## config.mk

```make
export PLATFORM = sky130hd
export DESIGN_NAME = misc_result_queue_flat
export DESIGN_NICKNAME = d
export VERILOG_FILES = /design/src/rtl/misc_wb_pkg.sv /design/src/rtl/misc_result_queue_if.sv /design/src/rtl/misc_wb_fifo.sv /design/src/rtl/misc_result_queue.sv /design/src/flat_wrapper.sv
export SDC_FILE = /design/constraint.sdc
export NUM_CORES = 1
export LEC_CHECK = 0
export CORE_MARGIN = 3
export CORE_UTILIZATION = 58
export CTS_BUF_LIST = sky130_fd_sc_hd__clkbuf_2 sky130_fd_sc_hd__clkbuf_4 sky130_fd_sc_hd__clkbuf_8
export DETAILED_ROUTE_END_ITERATION = 8
export PLACE_DENSITY = 0.82
export SYNTH_ARGS = -nofsm -noshare
export SYNTH_HDL_FRONTEND = slang
export SYNTH_HIERARCHICAL = 1
export SYNTH_SLANG_ARGS = --single-unit
```

## constraint.sdc

```tcl
create_clock -name CLK -period 27.6 [get_ports CLK]
set_input_delay 5.52 -clock CLK [delete_from_list [all_inputs] [get_ports CLK]]
set_output_delay 5.52 -clock CLK [all_outputs]
set_load 0.05 [all_outputs]
```

## src/rtl/misc_wb_pkg.sv

```systemverilog
// Shared types for the misc-unit writeback queue: flags, FIFO entry and tag.
package misc_wb_pkg;

  localparam int unsigned DST_W  = 5;
  localparam int unsigned SZ_W   = 3;
  localparam int unsigned R_W    = 128;
  localparam int unsigned FLAG_W = 5;

  // Bit positions of each flag inside flags_t
  localparam int unsigned FLAG_ZERO = 0;
  localparam int unsigned FLAG_SIGN = 1;
  localparam int unsigned FLAG_OVR  = 2;
  localparam int unsigned FLAG_COUT = 3;
  localparam int unsigned FLAG_NAN  = 4;

  typedef struct packed {
    logic nan;
    logic cout;
    logic ovr;
    logic sign;
    logic zero;
  } flags_t;

  typedef struct packed {
    logic [DST_W-1:0] dst;
    logic [SZ_W-1:0]  sz;
    flags_t           flags;
    logic [R_W-1:0]   r;
  } entry_t;

  // One stage of the issue-to-result tag pipeline
  typedef struct packed {
    logic             valid;
    logic [DST_W-1:0] dst;
    logic [SZ_W-1:0]  sz;
  } tag_t;

  // Assemble the flag struct from the unit's individual flag wires
  function automatic flags_t pack_flags(input logic nan, input logic cout,
                                        input logic ovr, input logic sign,
                                        input logic zero);
    logic [FLAG_W-1:0] v;
    v            = '0;
    v[FLAG_ZERO] = zero;
    v[FLAG_SIGN] = sign;
    v[FLAG_OVR]  = ovr;
    v[FLAG_COUT] = cout;
    v[FLAG_NAN]  = nan;
    return flags_t'(v);
  endfunction

endpackage

```

## src/rtl/misc_result_queue_if.sv

```systemverilog
// Issue, result and writeback signals between the misc unit, the queue and the arbiter.
interface misc_result_queue_if #(
  parameter int unsigned DEPTH = 4
) ();
  import misc_wb_pkg::*;

  logic                   ACT;
  logic [DST_W-1:0]       DSTi;
  logic [SZ_W-1:0]        SD;
  logic [R_W-1:0]         R;
  logic                   ZERO;
  logic                   SIGN;
  logic                   OVR;
  logic                   COUT;
  logic                   NaN;
  logic                   NEXT;
  logic                   WBV;
  logic                   WBACK;
  logic [DST_W-1:0]       WBDST;
  logic [SZ_W-1:0]        WBSZ;
  logic [R_W-1:0]         WBR;
  logic [FLAG_W-1:0]      WBFLAGS;
  logic [$clog2(DEPTH):0] COUNT;
  logic                   OVERRUN;

  // Issue/unit/arbiter side
  modport master (
    output ACT, DSTi, SD, R, ZERO, SIGN, OVR, COUT, NaN, WBACK,
    input  NEXT, WBV, WBDST, WBSZ, WBR, WBFLAGS, COUNT, OVERRUN
  );

  // Queue side
  modport slave (
    input  ACT, DSTi, SD, R, ZERO, SIGN, OVR, COUT, NaN, WBACK,
    output NEXT, WBV, WBDST, WBSZ, WBR, WBFLAGS, COUNT, OVERRUN
  );

endinterface

```

## src/rtl/misc_wb_fifo.sv

```systemverilog
// Registered FIFO of writeback entries; a push into a full FIFO is dropped
// unless a pop happens in the same cycle.
module misc_wb_fifo
  import misc_wb_pkg::*;
#(
  parameter int unsigned DEPTH = 4
) (
  input  logic                   clk,
  input  logic                   rst,
  input  logic                   i_push,
  input  entry_t                 i_data,
  input  logic                   i_pop,
  output entry_t                 o_head,
  output logic                   o_full,
  output logic                   o_empty,
  output logic [$clog2(DEPTH):0] o_count
);

  localparam int unsigned AW = $clog2(DEPTH);
  localparam int unsigned CW = AW + 1;

  entry_t          r_mem [DEPTH];
  logic [AW-1:0]   r_wptr;
  logic [AW-1:0]   r_rptr;
  logic [CW-1:0]   r_count;
  logic            w_wr;
  logic            w_rd;

  // Status and accepted push/pop strobes
  always_comb begin
    o_full  = (r_count == CW'(DEPTH));
    o_empty = (r_count == '0);
    w_rd    = i_pop & ~o_empty;
    w_wr    = i_push & (~o_full | w_rd);
    o_head  = r_mem[r_rptr];
    o_count = r_count;
  end

  // Storage; cleared on reset so the head reads zero when nothing was written
  always_ff @(posedge clk or posedge rst) begin
    if (rst) begin
      for (int k = 0; k < int'(DEPTH); k++) r_mem[k] <= '0;
    end else if (w_wr) begin
      r_mem[r_wptr] <= i_data;
    end
  end

  // Pointers wrap naturally; occupancy separates full from empty
  always_ff @(posedge clk or posedge rst) begin
    if (rst) begin
      r_wptr  <= '0;
      r_rptr  <= '0;
      r_count <= '0;
    end else begin
      if (w_wr) r_wptr <= r_wptr + AW'(1);
      if (w_rd) r_rptr <= r_rptr + AW'(1);
      case ({w_wr, w_rd})
        2'b10:   r_count <= r_count + CW'(1);
        2'b01:   r_count <= r_count - CW'(1);
        default: r_count <= r_count;
      endcase
    end
  end

endmodule

```

## src/rtl/misc_result_queue.sv

```systemverilog
// Writeback stage for the misc unit: tracks issued ops through the fixed
// result latency, captures results into a FIFO, and issues credits.
module misc_result_queue
  import misc_wb_pkg::*;
#(
  parameter int unsigned DEPTH = 4,
  parameter int unsigned LAT   = 2
) (
  input  logic                CLK,
  input  logic                RESET,
  misc_result_queue_if.slave  bus
);

  localparam int unsigned AW = $clog2(DEPTH);
  localparam int unsigned CW = AW + 1;
  localparam int unsigned SW = CW + $clog2(LAT + 1) + 1;

  tag_t            r_tag [LAT];
  logic            r_next;
  logic            r_overrun;

  logic            w_push;
  logic            w_pop;
  logic            w_accept;
  logic            w_full;
  logic            w_empty;
  logic [CW-1:0]   w_count;
  entry_t          w_entry;
  entry_t          w_head;
  logic [SW-1:0]   w_inflight_next;
  logic [SW-1:0]   w_count_next;

  // Tag pipeline: stage 0 samples the issue every cycle, later stages shift
  always_ff @(posedge CLK or posedge RESET) begin
    if (RESET) begin
      for (int k = 0; k < int'(LAT); k++) r_tag[k] <= '0;
    end else begin
      r_tag[0] <= tag_t'{valid: bus.ACT, dst: bus.DSTi, sz: bus.SD};
      for (int k = 1; k < int'(LAT); k++) r_tag[k] <= r_tag[k-1];
    end
  end

  // Capture the unit output when the oldest tag is valid; pop on ack of a valid head
  always_comb begin
    w_push   = r_tag[LAT-1].valid;
    w_pop    = ~w_empty & bus.WBACK;
    w_accept = w_push & (~w_full | w_pop);
    w_entry  = entry_t'{
      dst:   r_tag[LAT-1].dst,
      sz:    r_tag[LAT-1].sz,
      flags: pack_flags(bus.NaN, bus.COUT, bus.OVR, bus.SIGN, bus.ZERO),
      r:     bus.R
    };
  end

  // Next-cycle occupancy and in-flight count, used to register the credit
  always_comb begin
    w_inflight_next = SW'(bus.ACT);
    for (int k = 0; k < int'(LAT) - 1; k++) begin
      w_inflight_next = w_inflight_next + SW'(r_tag[k].valid);
    end
    w_count_next = SW'(w_count) + SW'(w_accept) - SW'(w_pop);
  end

  // Credit and sticky protocol-error flag
  always_ff @(posedge CLK or posedge RESET) begin
    if (RESET) begin
      r_next    <= 1'b1;
      r_overrun <= 1'b0;
    end else begin
      r_next    <= (w_count_next + w_inflight_next) < SW'(DEPTH);
      r_overrun <= r_overrun | (bus.ACT & ~r_next) | (w_push & ~w_accept);
    end
  end

  misc_wb_fifo #(
    .DEPTH (DEPTH)
  ) u_fifo (
    .clk     (CLK),
    .rst     (RESET),
    .i_push  (w_push),
    .i_data  (w_entry),
    .i_pop   (w_pop),
    .o_head  (w_head),
    .o_full  (w_full),
    .o_empty (w_empty),
    .o_count (w_count)
  );

  // Drive the writeback side from the FIFO head
  always_comb begin
    bus.NEXT    = r_next;
    bus.OVERRUN = r_overrun;
    bus.WBV     = ~w_empty;
    bus.COUNT   = w_count;
    bus.WBDST   = w_head.dst;
    bus.WBSZ    = w_head.sz;
    bus.WBFLAGS = w_head.flags;
    bus.WBR     = w_head.r;
  end

endmodule

```

## src/flat_wrapper.sv

```systemverilog
// flat-port wrapper written by rule: the top's interface ports become plain ports
module misc_result_queue_flat import misc_wb_pkg::*;
#(
  parameter int unsigned DEPTH = 4,
  parameter int unsigned LAT   = 2
)
  (CLK, RESET, bus_ACT, bus_DSTi, bus_SD, bus_R, bus_ZERO, bus_SIGN, bus_OVR, bus_COUT, bus_NaN, bus_WBACK, bus_NEXT, bus_WBV, bus_WBDST, bus_WBSZ, bus_WBR, bus_WBFLAGS, bus_COUNT, bus_OVERRUN);
  misc_result_queue_if #(.DEPTH(DEPTH)) bus_i ();
  input  logic CLK;
  input  logic RESET;
  input wire logic [$bits(bus_i.ACT)-1:0] bus_ACT;
  input wire logic [$bits(bus_i.DSTi)-1:0] bus_DSTi;
  input wire logic [$bits(bus_i.SD)-1:0] bus_SD;
  input wire logic [$bits(bus_i.R)-1:0] bus_R;
  input wire logic [$bits(bus_i.ZERO)-1:0] bus_ZERO;
  input wire logic [$bits(bus_i.SIGN)-1:0] bus_SIGN;
  input wire logic [$bits(bus_i.OVR)-1:0] bus_OVR;
  input wire logic [$bits(bus_i.COUT)-1:0] bus_COUT;
  input wire logic [$bits(bus_i.NaN)-1:0] bus_NaN;
  input wire logic [$bits(bus_i.WBACK)-1:0] bus_WBACK;
  output wire logic [$bits(bus_i.NEXT)-1:0] bus_NEXT;
  output wire logic [$bits(bus_i.WBV)-1:0] bus_WBV;
  output wire logic [$bits(bus_i.WBDST)-1:0] bus_WBDST;
  output wire logic [$bits(bus_i.WBSZ)-1:0] bus_WBSZ;
  output wire logic [$bits(bus_i.WBR)-1:0] bus_WBR;
  output wire logic [$bits(bus_i.WBFLAGS)-1:0] bus_WBFLAGS;
  output wire logic [$bits(bus_i.COUNT)-1:0] bus_COUNT;
  output wire logic [$bits(bus_i.OVERRUN)-1:0] bus_OVERRUN;
  assign bus_i.ACT = bus_ACT;
  assign bus_i.DSTi = bus_DSTi;
  assign bus_i.SD = bus_SD;
  assign bus_i.R = bus_R;
  assign bus_i.ZERO = bus_ZERO;
  assign bus_i.SIGN = bus_SIGN;
  assign bus_i.OVR = bus_OVR;
  assign bus_i.COUT = bus_COUT;
  assign bus_i.NaN = bus_NaN;
  assign bus_i.WBACK = bus_WBACK;
  assign bus_NEXT = bus_i.NEXT;
  assign bus_WBV = bus_i.WBV;
  assign bus_WBDST = bus_i.WBDST;
  assign bus_WBSZ = bus_i.WBSZ;
  assign bus_WBR = bus_i.WBR;
  assign bus_WBFLAGS = bus_i.WBFLAGS;
  assign bus_COUNT = bus_i.COUNT;
  assign bus_OVERRUN = bus_i.OVERRUN;
  misc_result_queue #(.DEPTH(DEPTH), .LAT(LAT)) u_core (.CLK(CLK), .RESET(RESET), .bus(bus_i));
endmodule
```

# Word-level counts from Yosys, hierarchy flattened
# Cells that the tools add are included.
# totals
out_inout_bits	147
ff_bits	591
in_bits	145
elab_cells	84
# classes
bitwise_logic	16
order_cmp	4
n_reduce_logical	3
addsub	8
muxes	7
eq_ne	3
# ops
op	n
$bwmux 564	1
$mux 141	3
$bmux 141 s2	1
$demux 141 s2	1
$add 6x6->6	1
$and 1x1->1	6
$ge 3x3->1 const B	2
$lt 6x3->1 const B	1
$not 2->3	2
$pmux 3 s2	1
$sub 6x1->6	1
$add 2x1->2 const B	2
$add 3x1->4	1
$not 1->1	4
$or 1x1->1	4
$add 3x1->3 const B	1
$eq 3x3->1 const B	1
$logic_not 3->1	1
$lt 3x1->1 const B	1
$sub 3x1->3 const B	1
$add 1x1->2	1
$eq 2x1->1 const B	1
$eq 2x2->1 const B	1
$reduce_bool 2->1	1
$logic_and 1x1->1	1

# Longest topological paths before layout
# depth
word_depth	9
ltp_mapped	14

# By module
# Netlist, hierarchy kept.
# modules_own_cells
mod	n_inst	cells_each	area_each_um2
misc_wb_fifo	1	1403	24778.8
misc_result_queue	1	52	763.2

# Worst setup path after synthesis
# No wires, ideal clock.
# synth_timing
path_type	input-to-reg
from	input port bus_WBACK
to	register u_core.r_next (netlist: u_core/bus.NEXT)
path_stages	12
setup_time_ns	0.063
path_buffers	0
required_ns	27.537
arrival_time_ns	7.834
slack_ns	19.703
cell_sequence	nand2_1 nand2_1 nand2_1 ha_1 inv_1 ha_1 fa_1 ha_1 a31oi_1 or4b_2 a21o_1 nand3_2
# synth_between
elab_chain_len	7
# synth_rtl
item	line_no	rtl
start, declared	flat_wrapper.sv:20	input wire logic [$bits(bus_i.WBACK)-1:0] bus_WBACK;
$and 1x1->1 (*)	misc_result_queue.sv:46	w_pop = ~w_empty & bus.WBACK;
$or 1x1->1	misc_result_queue.sv:47	w_accept = w_push & (~w_full | w_pop);
$and 1x1->1	misc_result_queue.sv:47	
$add 3x1->4	misc_result_queue.sv:62	w_count_next = SW'(w_count) + SW'(w_accept) - SW'(w_pop);
$sub 6x1->6 (*)	misc_result_queue.sv:62	
$add 6x6->6 (*)	misc_result_queue.sv:71	r_next <= (w_count_next + w_inflight_next) < SW'(DEPTH);
$lt 6x3->1 (*)	misc_result_queue.sv:71	
end signal, assigned	misc_result_queue.sv:71	
end, declared	misc_result_queue.sv:19	logic r_next;
# Every way passes the cells marked *; elsewhere a longest branch is shown, timed or not.
# A chain may end at the register's enable or synchronous reset.

# Final worst setup path
# layout_timing
from	register u_core.u_fifo.r_rptr[1]
to	output port bus_WBR[34]
# layout_between
elab_chain_len	4
# layout_rtl
item	line_no	rtl
start, declared	misc_wb_fifo.sv:24	logic [AW-1:0] r_rptr;
start signal, assigned	misc_wb_fifo.sv:56	if (w_rd) r_rptr <= r_rptr + AW'(1);
$not 2->3 (implied by the code)	misc_wb_fifo.sv:35	o_head = r_mem[r_rptr];
$bmux 141 s2	misc_wb_fifo.sv:35	
$mux 141 (implied by the code) (2 in a row)	misc_wb_fifo.sv:35	
end, declared	flat_wrapper.sv:25	output wire logic [$bits(bus_i.WBR)-1:0] bus_WBR;
# No other way between the ends. The select of a mux whose other input is x is not followed.

==> metrics.cfg <==
[status]
outcome = finished clean

[setup_path]
critPathArrivalTime_ps = 3960
worstSetupEndpointType = primary output
cp-start-kind = flip-flop
crit_slowest_cell = dfrtp_4
cpPeakStageDelay_ps = 1080
crit_fanout = 58
path_class = reg2out
cp_data_required_time_ps = 22080
rr_worst_depth = 13
r2r_slack_ps = 24240
worstPathCellList = buf_4 -> mux4_2 -> clkdlybuf4s50_1
timing.rr.end = u_core/bus.NEXT
reg2reg_from = u_core/u_fifo/o_count[0]

[global_route]
grt-ovfl-total = 0
track_usage_pct = 23.6
grt_max_degree = 195
antenna_found_initial = 4
grt_pass1_vias = 15767
grt_pass1_wl_microns = 86800

[sta]
slew_viol_final = 0
setup_viol = 0
min_period_ps = 9480
min_period_over_period_pct = 34.4
max_freq_ghz = 0.105
worstMarginPinSlew_ps = 1070
fin_worst_skew_ps = 29.3
fin_ws_ps = 18120
rsz0062_at_grt = no
hold_violations = 0
finalSetupTns_ps = 0
slew_headroom_pct = 28.5

[clock_network]
post-cts-setup-buffers = 0
ctsHoldBuffers = 0
tritoncts = built
htree_levels = 3
root_buffer = clkbuf_8
cts_buffers = 94
clk_path_buf_depth = 3
cts_resized = 0
clkSlewWorstSetupHoldPaths_ps = 60
clock_sinks = 591
insertion_delay_ps = 650

[yosys]
syn_area_per_cell_sq_um = 17.6
yosys-top-cells-area = dfrtp_1 58%, mux2_2 25%, mux4_2 12%, buf_6 1.6%, buf_2 0.88%
synth_cell_type_count = 36
synth_seq_cells = 591
syn-num-nets = 1614
ys_seq_area_share_pct = 57.9
yosysWarnings = 6
synth_area_sq_mm = 0.0255
synth_cells = 1455
yosys.area.top_type = dfrtp_1
synth_top_area_share_pct = 57.8

[cells_and_area]
drive_gt1_share_pct = 49.0
final_common_cell = dfrtp_1
layout_common_cells = 588 x dfrtp_1, 565 x mux2_2, 291 x clkdlybuf4s50_1
area_growth_pct = 19.7
fillers = 2799
stdcell_area_sq_mm = 0.0306
fin_nets = 1928

[min_path]
hold_end = u_core/r_tag[7]
hold_depth = 0
worstHoldStart = u_core/r_tag[16]
hp-class = reg2reg

[floorplan]
rows = 76
io-pin-count = 292
die_h_microns = 216
core-area_sq_mm = 0.0433
die-area_sq_mm = 0.0466
die_x_microns = 216
start_util_pct = 59.0

[placed_design]
place_area_sq_mm = 0.0287
finalWeightedCongestion = 0.727
portBuffers = 291
pre_cts_ws_ps = 18520
post-dp-hpwl_microns = 32800

[drt]
drt-pass1-iter-count = 4
drtAntennaViolNets = 0
drt_drc_violations_left = 0
drtIter0Drc = 697
routed_via_density = 5.74
dr_total_vias = 13886
route.detailed.wl_per_inst_microns = 22.1
routed_wl_microns = 53400

[job]
drv_cap = 0

[kinds of logic after synthesis]
group	Yosys count	share of synthesized area, %
xor+xnor	6	0.206
buf+inv	105	2.88
simple gates	27	0.725
mux	707	37.4
fa+ha+maj	14	0.745
compound gates	5	0.157
flops	591	57.9
[worst max-delay path by stage]
stage | start | endpoint | slack [ps] | depth (start not counted)
after global placement | RESET | u_core/u_fifo/r_rptr[1] | 18610 | 4
after CTS | u_core/u_fifo/r_rptr[0] | bus_WBR[75] | 18020 | 3
final | u_core/u_fifo/r_rptr[1] | bus_WBR[34] | 18120 | 3
after global routing | u_core/u_fifo/r_rptr[1] | bus_WBR[71] | 17890 | 3
after floorplan | RESET | u_core/u_fifo/o_count[0] | 6110 | 1
after detailed placement | RESET | u_core/u_fifo/r_rptr[1] | 18520 | 4
[cell usage after synthesis (all sizes together)]
library cell / count
or4b: 1
clkbuf: 4
nand3: 1
inv: 13
buf: 88
nor2b: 1
nor3b: 1
and3: 1
a311o: 1
and3b: 1
dfstp: 1
or4: 1
and2b: 2
nor2: 5
ha: 12
mux2: 565
nand2: 8
mux2i: 1
o31ai: 1
dfrtp: 590
fa: 2
a31oi: 1
xor2: 3
nand4: 2
o31a: 1
nor4b: 1
xnor2: 3
a21o: 1
mux4: 141
nor3: 1
nand2b: 1
[metal layers]
metal / GRT usage (%) / routed length, microns / up-vias
li1: - / - / 6044
met5: 0 / 46 / -
met2: 38.8 / 26300 / 303
met3: 7.35 / 3400 / 79
met1: 31.3 / 22900 / 7452
met4: 5.73 / 783 / 8
[sequential cells by signal, summed over array words and instances, names as in the netlist]
signal                 cells
u_core/u_fifo/r_rptr       2
u_core/u_fifo/o_count      3
u_core/u_fifo/r_mem      564
u_core/w_push              1
u_core/u_fifo/r_wptr       2
u_core/bus.NEXT            1
u_core/r_tag              17
u_core/bus.OVERRUN         1
[critical path: cells and delay by family, from the launching register on]
family / cells / cell delay (ps)
DFF: 1 / 1080
buffers and inverters: 2 / 1540
muxes: 1 / 640
[layout make-up]
class / instances / area, sq um / area share [%]
inverter: 13 / 56.3 / 0.184
tap: 585 / 732 / 2.39
sequential: 591 / 14800 / 48.4
clock buffer: 152 / 1820 / 5.96
timing repair buffer: 310 / 3070 / 10.0
multi-input combinational: 759 / 10000 / 32.8
antenna: 1 / 2.50 / 0.00818
clock inverter: 7 / 70.1 / 0.229
[stage by stage]
stage | instances | hold WS (ps) | utilization, %
6_report | 2418 | 352 | 70.7
5_1_grt | 2417 | 355 | 70.7
4_1_cts | 2417 | 353 | 70.7
3_5_place_dp | 2258 | 339 | 66.3
3_3_place_gp | 2258 | 335 | 66.3
2_1_floorplan | 1455 | 331 | -
Power is not shown: default switching activity piles up to over one toggle a cycle in this logic, so the estimate is an artifact.
==> RTL change 1, RTL diff (config.mk and constraints unchanged) <==
Reset style: synchronous (`RESET` and `rst`), changed in 4 clocked blocks.
--- a/src/rtl/misc_wb_fifo.sv
+++ b/src/rtl/misc_wb_fifo.sv
@@ -37,7 +37,7 @@
   end
 
   // Storage; cleared on reset so the head reads zero when nothing was written
-  always_ff @(posedge clk or posedge rst) begin
+  always_ff @(posedge clk) begin
     if (rst) begin
       for (int k = 0; k < int'(DEPTH); k++) r_mem[k] <= '0;
     end else if (w_wr) begin
@@ -46,7 +46,7 @@
   end
 
   // Pointers wrap naturally; occupancy separates full from empty
-  always_ff @(posedge clk or posedge rst) begin
+  always_ff @(posedge clk) begin
     if (rst) begin
       r_wptr  <= '0;
       r_rptr  <= '0;
--- a/src/rtl/misc_result_queue.sv
+++ b/src/rtl/misc_result_queue.sv
@@ -31,7 +31,7 @@
   logic [SW-1:0]   w_count_next;
 
   // Tag pipeline: stage 0 samples the issue every cycle, later stages shift
-  always_ff @(posedge CLK or posedge RESET) begin
+  always_ff @(posedge CLK) begin
     if (RESET) begin
       for (int k = 0; k < int'(LAT); k++) r_tag[k] <= '0;
     end else begin
@@ -63,7 +63,7 @@
   end
 
   // Credit and sticky protocol-error flag
-  always_ff @(posedge CLK or posedge RESET) begin
+  always_ff @(posedge CLK) begin
     if (RESET) begin
       r_next    <= 1'b1;
       r_overrun <= 1'b0;
Function: differs if RESET is asserted again (counterexample within 4 cycles, from zero or initial values and one cycle with RESET high); with RESET held inactive, the same outputs for 4 cycles.
==> RTL change 1 against the unedited design <==
- setup slack got worse by 170 ps
- sequential cell count increased by 2
- routed wire length increased by 4.9%
- design area increased by 0.40%
- core utilization increased by 0.44 points
- synthesized area decreased by 0.41%
- critical endpoint is now bus_WBR[17]
- largest cell class unchanged
==> RTL change 1: results (changes against the unedited design) <==
- Post-synth cell types: 44 (+22%)
- Main synth FF type: edfxtp_1
- Status: complete, no violations
- Register area share after synthesis: 68.9% (+11 points)
- Antenna fix cells: 4 (+3)
- Multi-input combinational cell count: 798 (+5.1%)
- Commonest non-fill, non-tap cell in the layout: and2_1
- Adder-Cell Fraction of Synth Area: 0.502% (-0.24 points)
- DRT Pass-1 Iters: 5 (+1)
- Synth top area cells: edfxtp_1 (67%), and2_1 (14%), mux4_2 (12%)
- Critical Path AT: 4130 ps (+170 ps)
- Inverter count: 10 (-3)
- Met2 wire length: 27300 µm (+3.9%)
- Final Instance Area: 0.0307 mm² (+0.40%)
- Seq_cells: 593 (+0.34%)
- Mux cell area share after synthesis: 12.5% (-25 points)
- Clock buf count: 128 (-16%)
- Clock Skew: 21.0 ps (-8.29 ps)
- Wire length on met1: 22800 µm (-0.32%)
- Clock buf/inv share: 6.03% (-0.16 points)
- WL met3: 4840 µm (+42%)
- Synthesized net count: 1655 (+2.5%)
- Vias per cell: 5.60 (-2.4%)
- Fillers: 2816 (+0.61%)
- Final #Nets: 1960 (+1.7%)
- Gpl congestion: 0.763 (+4.9%)
- Dpl hpwl: 31600 µm (-3.7%)
- Grt met1 use: 33.9% (+2.6 points)
- Met3 GRT Util: 6.70% (-0.65 points)
- Layout cell share with drive strength beyond 1: 17.5% (-31 points)
- DRT iter0 DRCs: 1120 (+61%)
- Inst Count DP: 2297 (+1.7%)
RTL change 1: path summary, 6_finish.rpt:
| kind | start | to | slack [ps] | cells after the start |
|---|---|---|---|---|
| worst min register to register | u_core/r_tag[0][2] | u_core/r_tag[0][11] | 440 | 1 |
| worst min-delay path | u_core/r_tag[0][2] | u_core/r_tag[0][11] | 440 | 1 |
| worst max register to register | u_core/u_fifo/o_count[0] | u_core/u_fifo/r_mem[0][71] | 22850 | 10 |
| worst max-delay path | flop | bus_WBR[17] | 17950 | 3 |
RTL change 1: where the power goes:
part	switching, mW	internal [mW]	total [mW]	leakage [nW]
Sequential	0.00996	1.02	1.03	6.07
Combinational	0.0884	0.0548	0.143	3.97
Clock	0.325	0.413	0.738	0.991
Total	0.423	1.49	1.91	11.0
RTL change 1: metrics by stage:
stage               worst slack [ps]  hold WS, ps
floorplan                      14260          414
global placement               17680          435
detailed placement             17650          439
CTS                            17780          452
global route                   17570          460
finish                         17950          445
==> RTL change 2, RTL diff (same settings) <==
Made on the original files. `R_W`: 128 -> 192.
--- a/src/rtl/misc_wb_pkg.sv
+++ b/src/rtl/misc_wb_pkg.sv
@@ -3,7 +3,7 @@
 
   localparam int unsigned DST_W  = 5;
   localparam int unsigned SZ_W   = 3;
-  localparam int unsigned R_W    = 128;
+  localparam int unsigned R_W    = 192;
   localparam int unsigned FLAG_W = 5;
 
   // Bit positions of each flag inside flags_t
Interface: changed (resized bus_R and bus_WBR); port bits go from 292 to 420. No check against the original RTL was run, so the function may have changed too.
==> RTL change 2 against the unedited design <==
- routed wire length increased by 54%
- non-clock buffer count increased by 132
- cell count increased by 44%
- critical path depth increased by 1
- die area increased by 42%
- setup slack got worse by 990 ps
- synthesized area increased by 43%
- count of clock-buffer cells in the layout increased by 79
- design area increased by 44%
- sequential cell count increased by 256
- via count increased by 46%
- critical path type unchanged
- largest cell class unchanged
Power is not shown: default switching activity piles up to over one toggle a cycle in this logic, so the estimate is an artifact.
==> RTL change 2: results (changes against the unedited design) <==
- Number of CTS-inserted buffers: 140 (+49%)
- Global Route Usage Sum: 25.5% (+1.9 points)
- H-Tree Depth: 4 (+1)
- Largest net degree at the start of global routing: 181 (-7.2%)
- Top fanout value on the critical path: 64 (+10%)
- R2R setup slack: 23870 ps (-370 ps)
- Skew-Pair Late Insertion Delay: 760 ps (+110 ps)
- Met3 GRT Util: 7.86% (+0.51 points)
- Synth top area cells: dfrtp_1 (58%), mux2_2 (25%), mux4_2 (13%)
- Met2 Usage GRT: 42.7% (+3.9 points)
- Dpl cell area: 0.0411 mm² (+43%)
- Status: complete, no violations
- Routed vias: 20300 (+46%)
- First-pass GRT wire length: 131000 µm (+51%)
- Critical Path AT: 4960 ps (+1000 ps)
- Dpl hpwl: 50500 µm (+54%)
- Final #Nets: 2746 (+42%)
- Hold path startpoint: u_core/r_tag[14]
- R2R Path Start: u_core/u_fifo/o_count[1]
- Wire per inst: 23.7 µm (+7.2%)
- Max reg flops: 820 (+45%)
- Slew of the pin with the lowest slew margin: 1250 ps (+177 ps)
- Initial antenna violation count: 29 (+25)
- Hold_ws: 334 ps (-18.0 ps)
- DRT iter0 DRCs: 858 (+23%)
- Register area share after synthesis: 57.9% (about the same)
RTL change 2: cell count changes after synthesis, sizes merged:
cell and change:
buf +31, clkbuf +11, dfrtp +256, mux2 +256
mux4 +64
RTL change 2: worst max-delay path: cells and delay by family, from the launching register on:
family / cells / cell delay, ps
multiplexers: 1 / 610
flip-flops: 1 / 970
buffers and inverters: 3 / 2510
RTL change 2: cell families after synthesis:
logic type      Yosys count  share of synthesized area [%]
xor+xnor                  6                          0.144
flops                   847                           57.9
buf+inv                 147                           2.96
simple gates             27                          0.506
compound gates            5                          0.109
mux                    1027                           37.9
fa+ha+maj                14                          0.519
RTL change 2: cell type report:
type / count / area (µm²)
Multi-Input combinational cell: 1079 / 14400
Clock inverter: 16 / 175
Fill cell: 3919 / 17900
Timing Repair Buffer: 442 / 4440
Antenna cell: 19 / 47.5
Clock buffer: 231 / 2850
Inverter: 13 / 52.6
Sequential cell: 847 / 21200
Tap cell: 837 / 1050
RTL change 2: path summary, 6_finish.rpt:
check,to,cells after the start
setup / recovery,bus_WBR[188],4
hold / removal,u_core/r_tag[5],0
setup reg to reg,u_core/u_fifo/r_mem[596],9
hold reg to reg,u_core/r_tag[5],0
max in group asynchronous,u_core/u_fifo/r_mem[759],7
min in group asynchronous,u_core/r_tag[9],2
RTL change 2: metal layers:
| layer | part of all wire (%) | routed length, µm | vias to the layer above |
|---|---|---|---|
| met1 | 39 | 31800 | 10900 |
| met4 | 4.0 | 3260 | 20 |
| met3 | 6.3 | 5200 | 205 |
| li1 | - | - | 8677 |
| met5 | 0.17 | 144 | - |
| met2 | 51 | 42000 | 487 |
RTL change 2: stage by stage:
stage          worst slack (ps)  cells
2_1_floorplan             10720   2073
3_3_place_gp              17260   3218
3_5_place_dp              17020   3218
4_1_cts                   16940   3465
5_1_grt                   16830   3482
6_report                  17120   3484
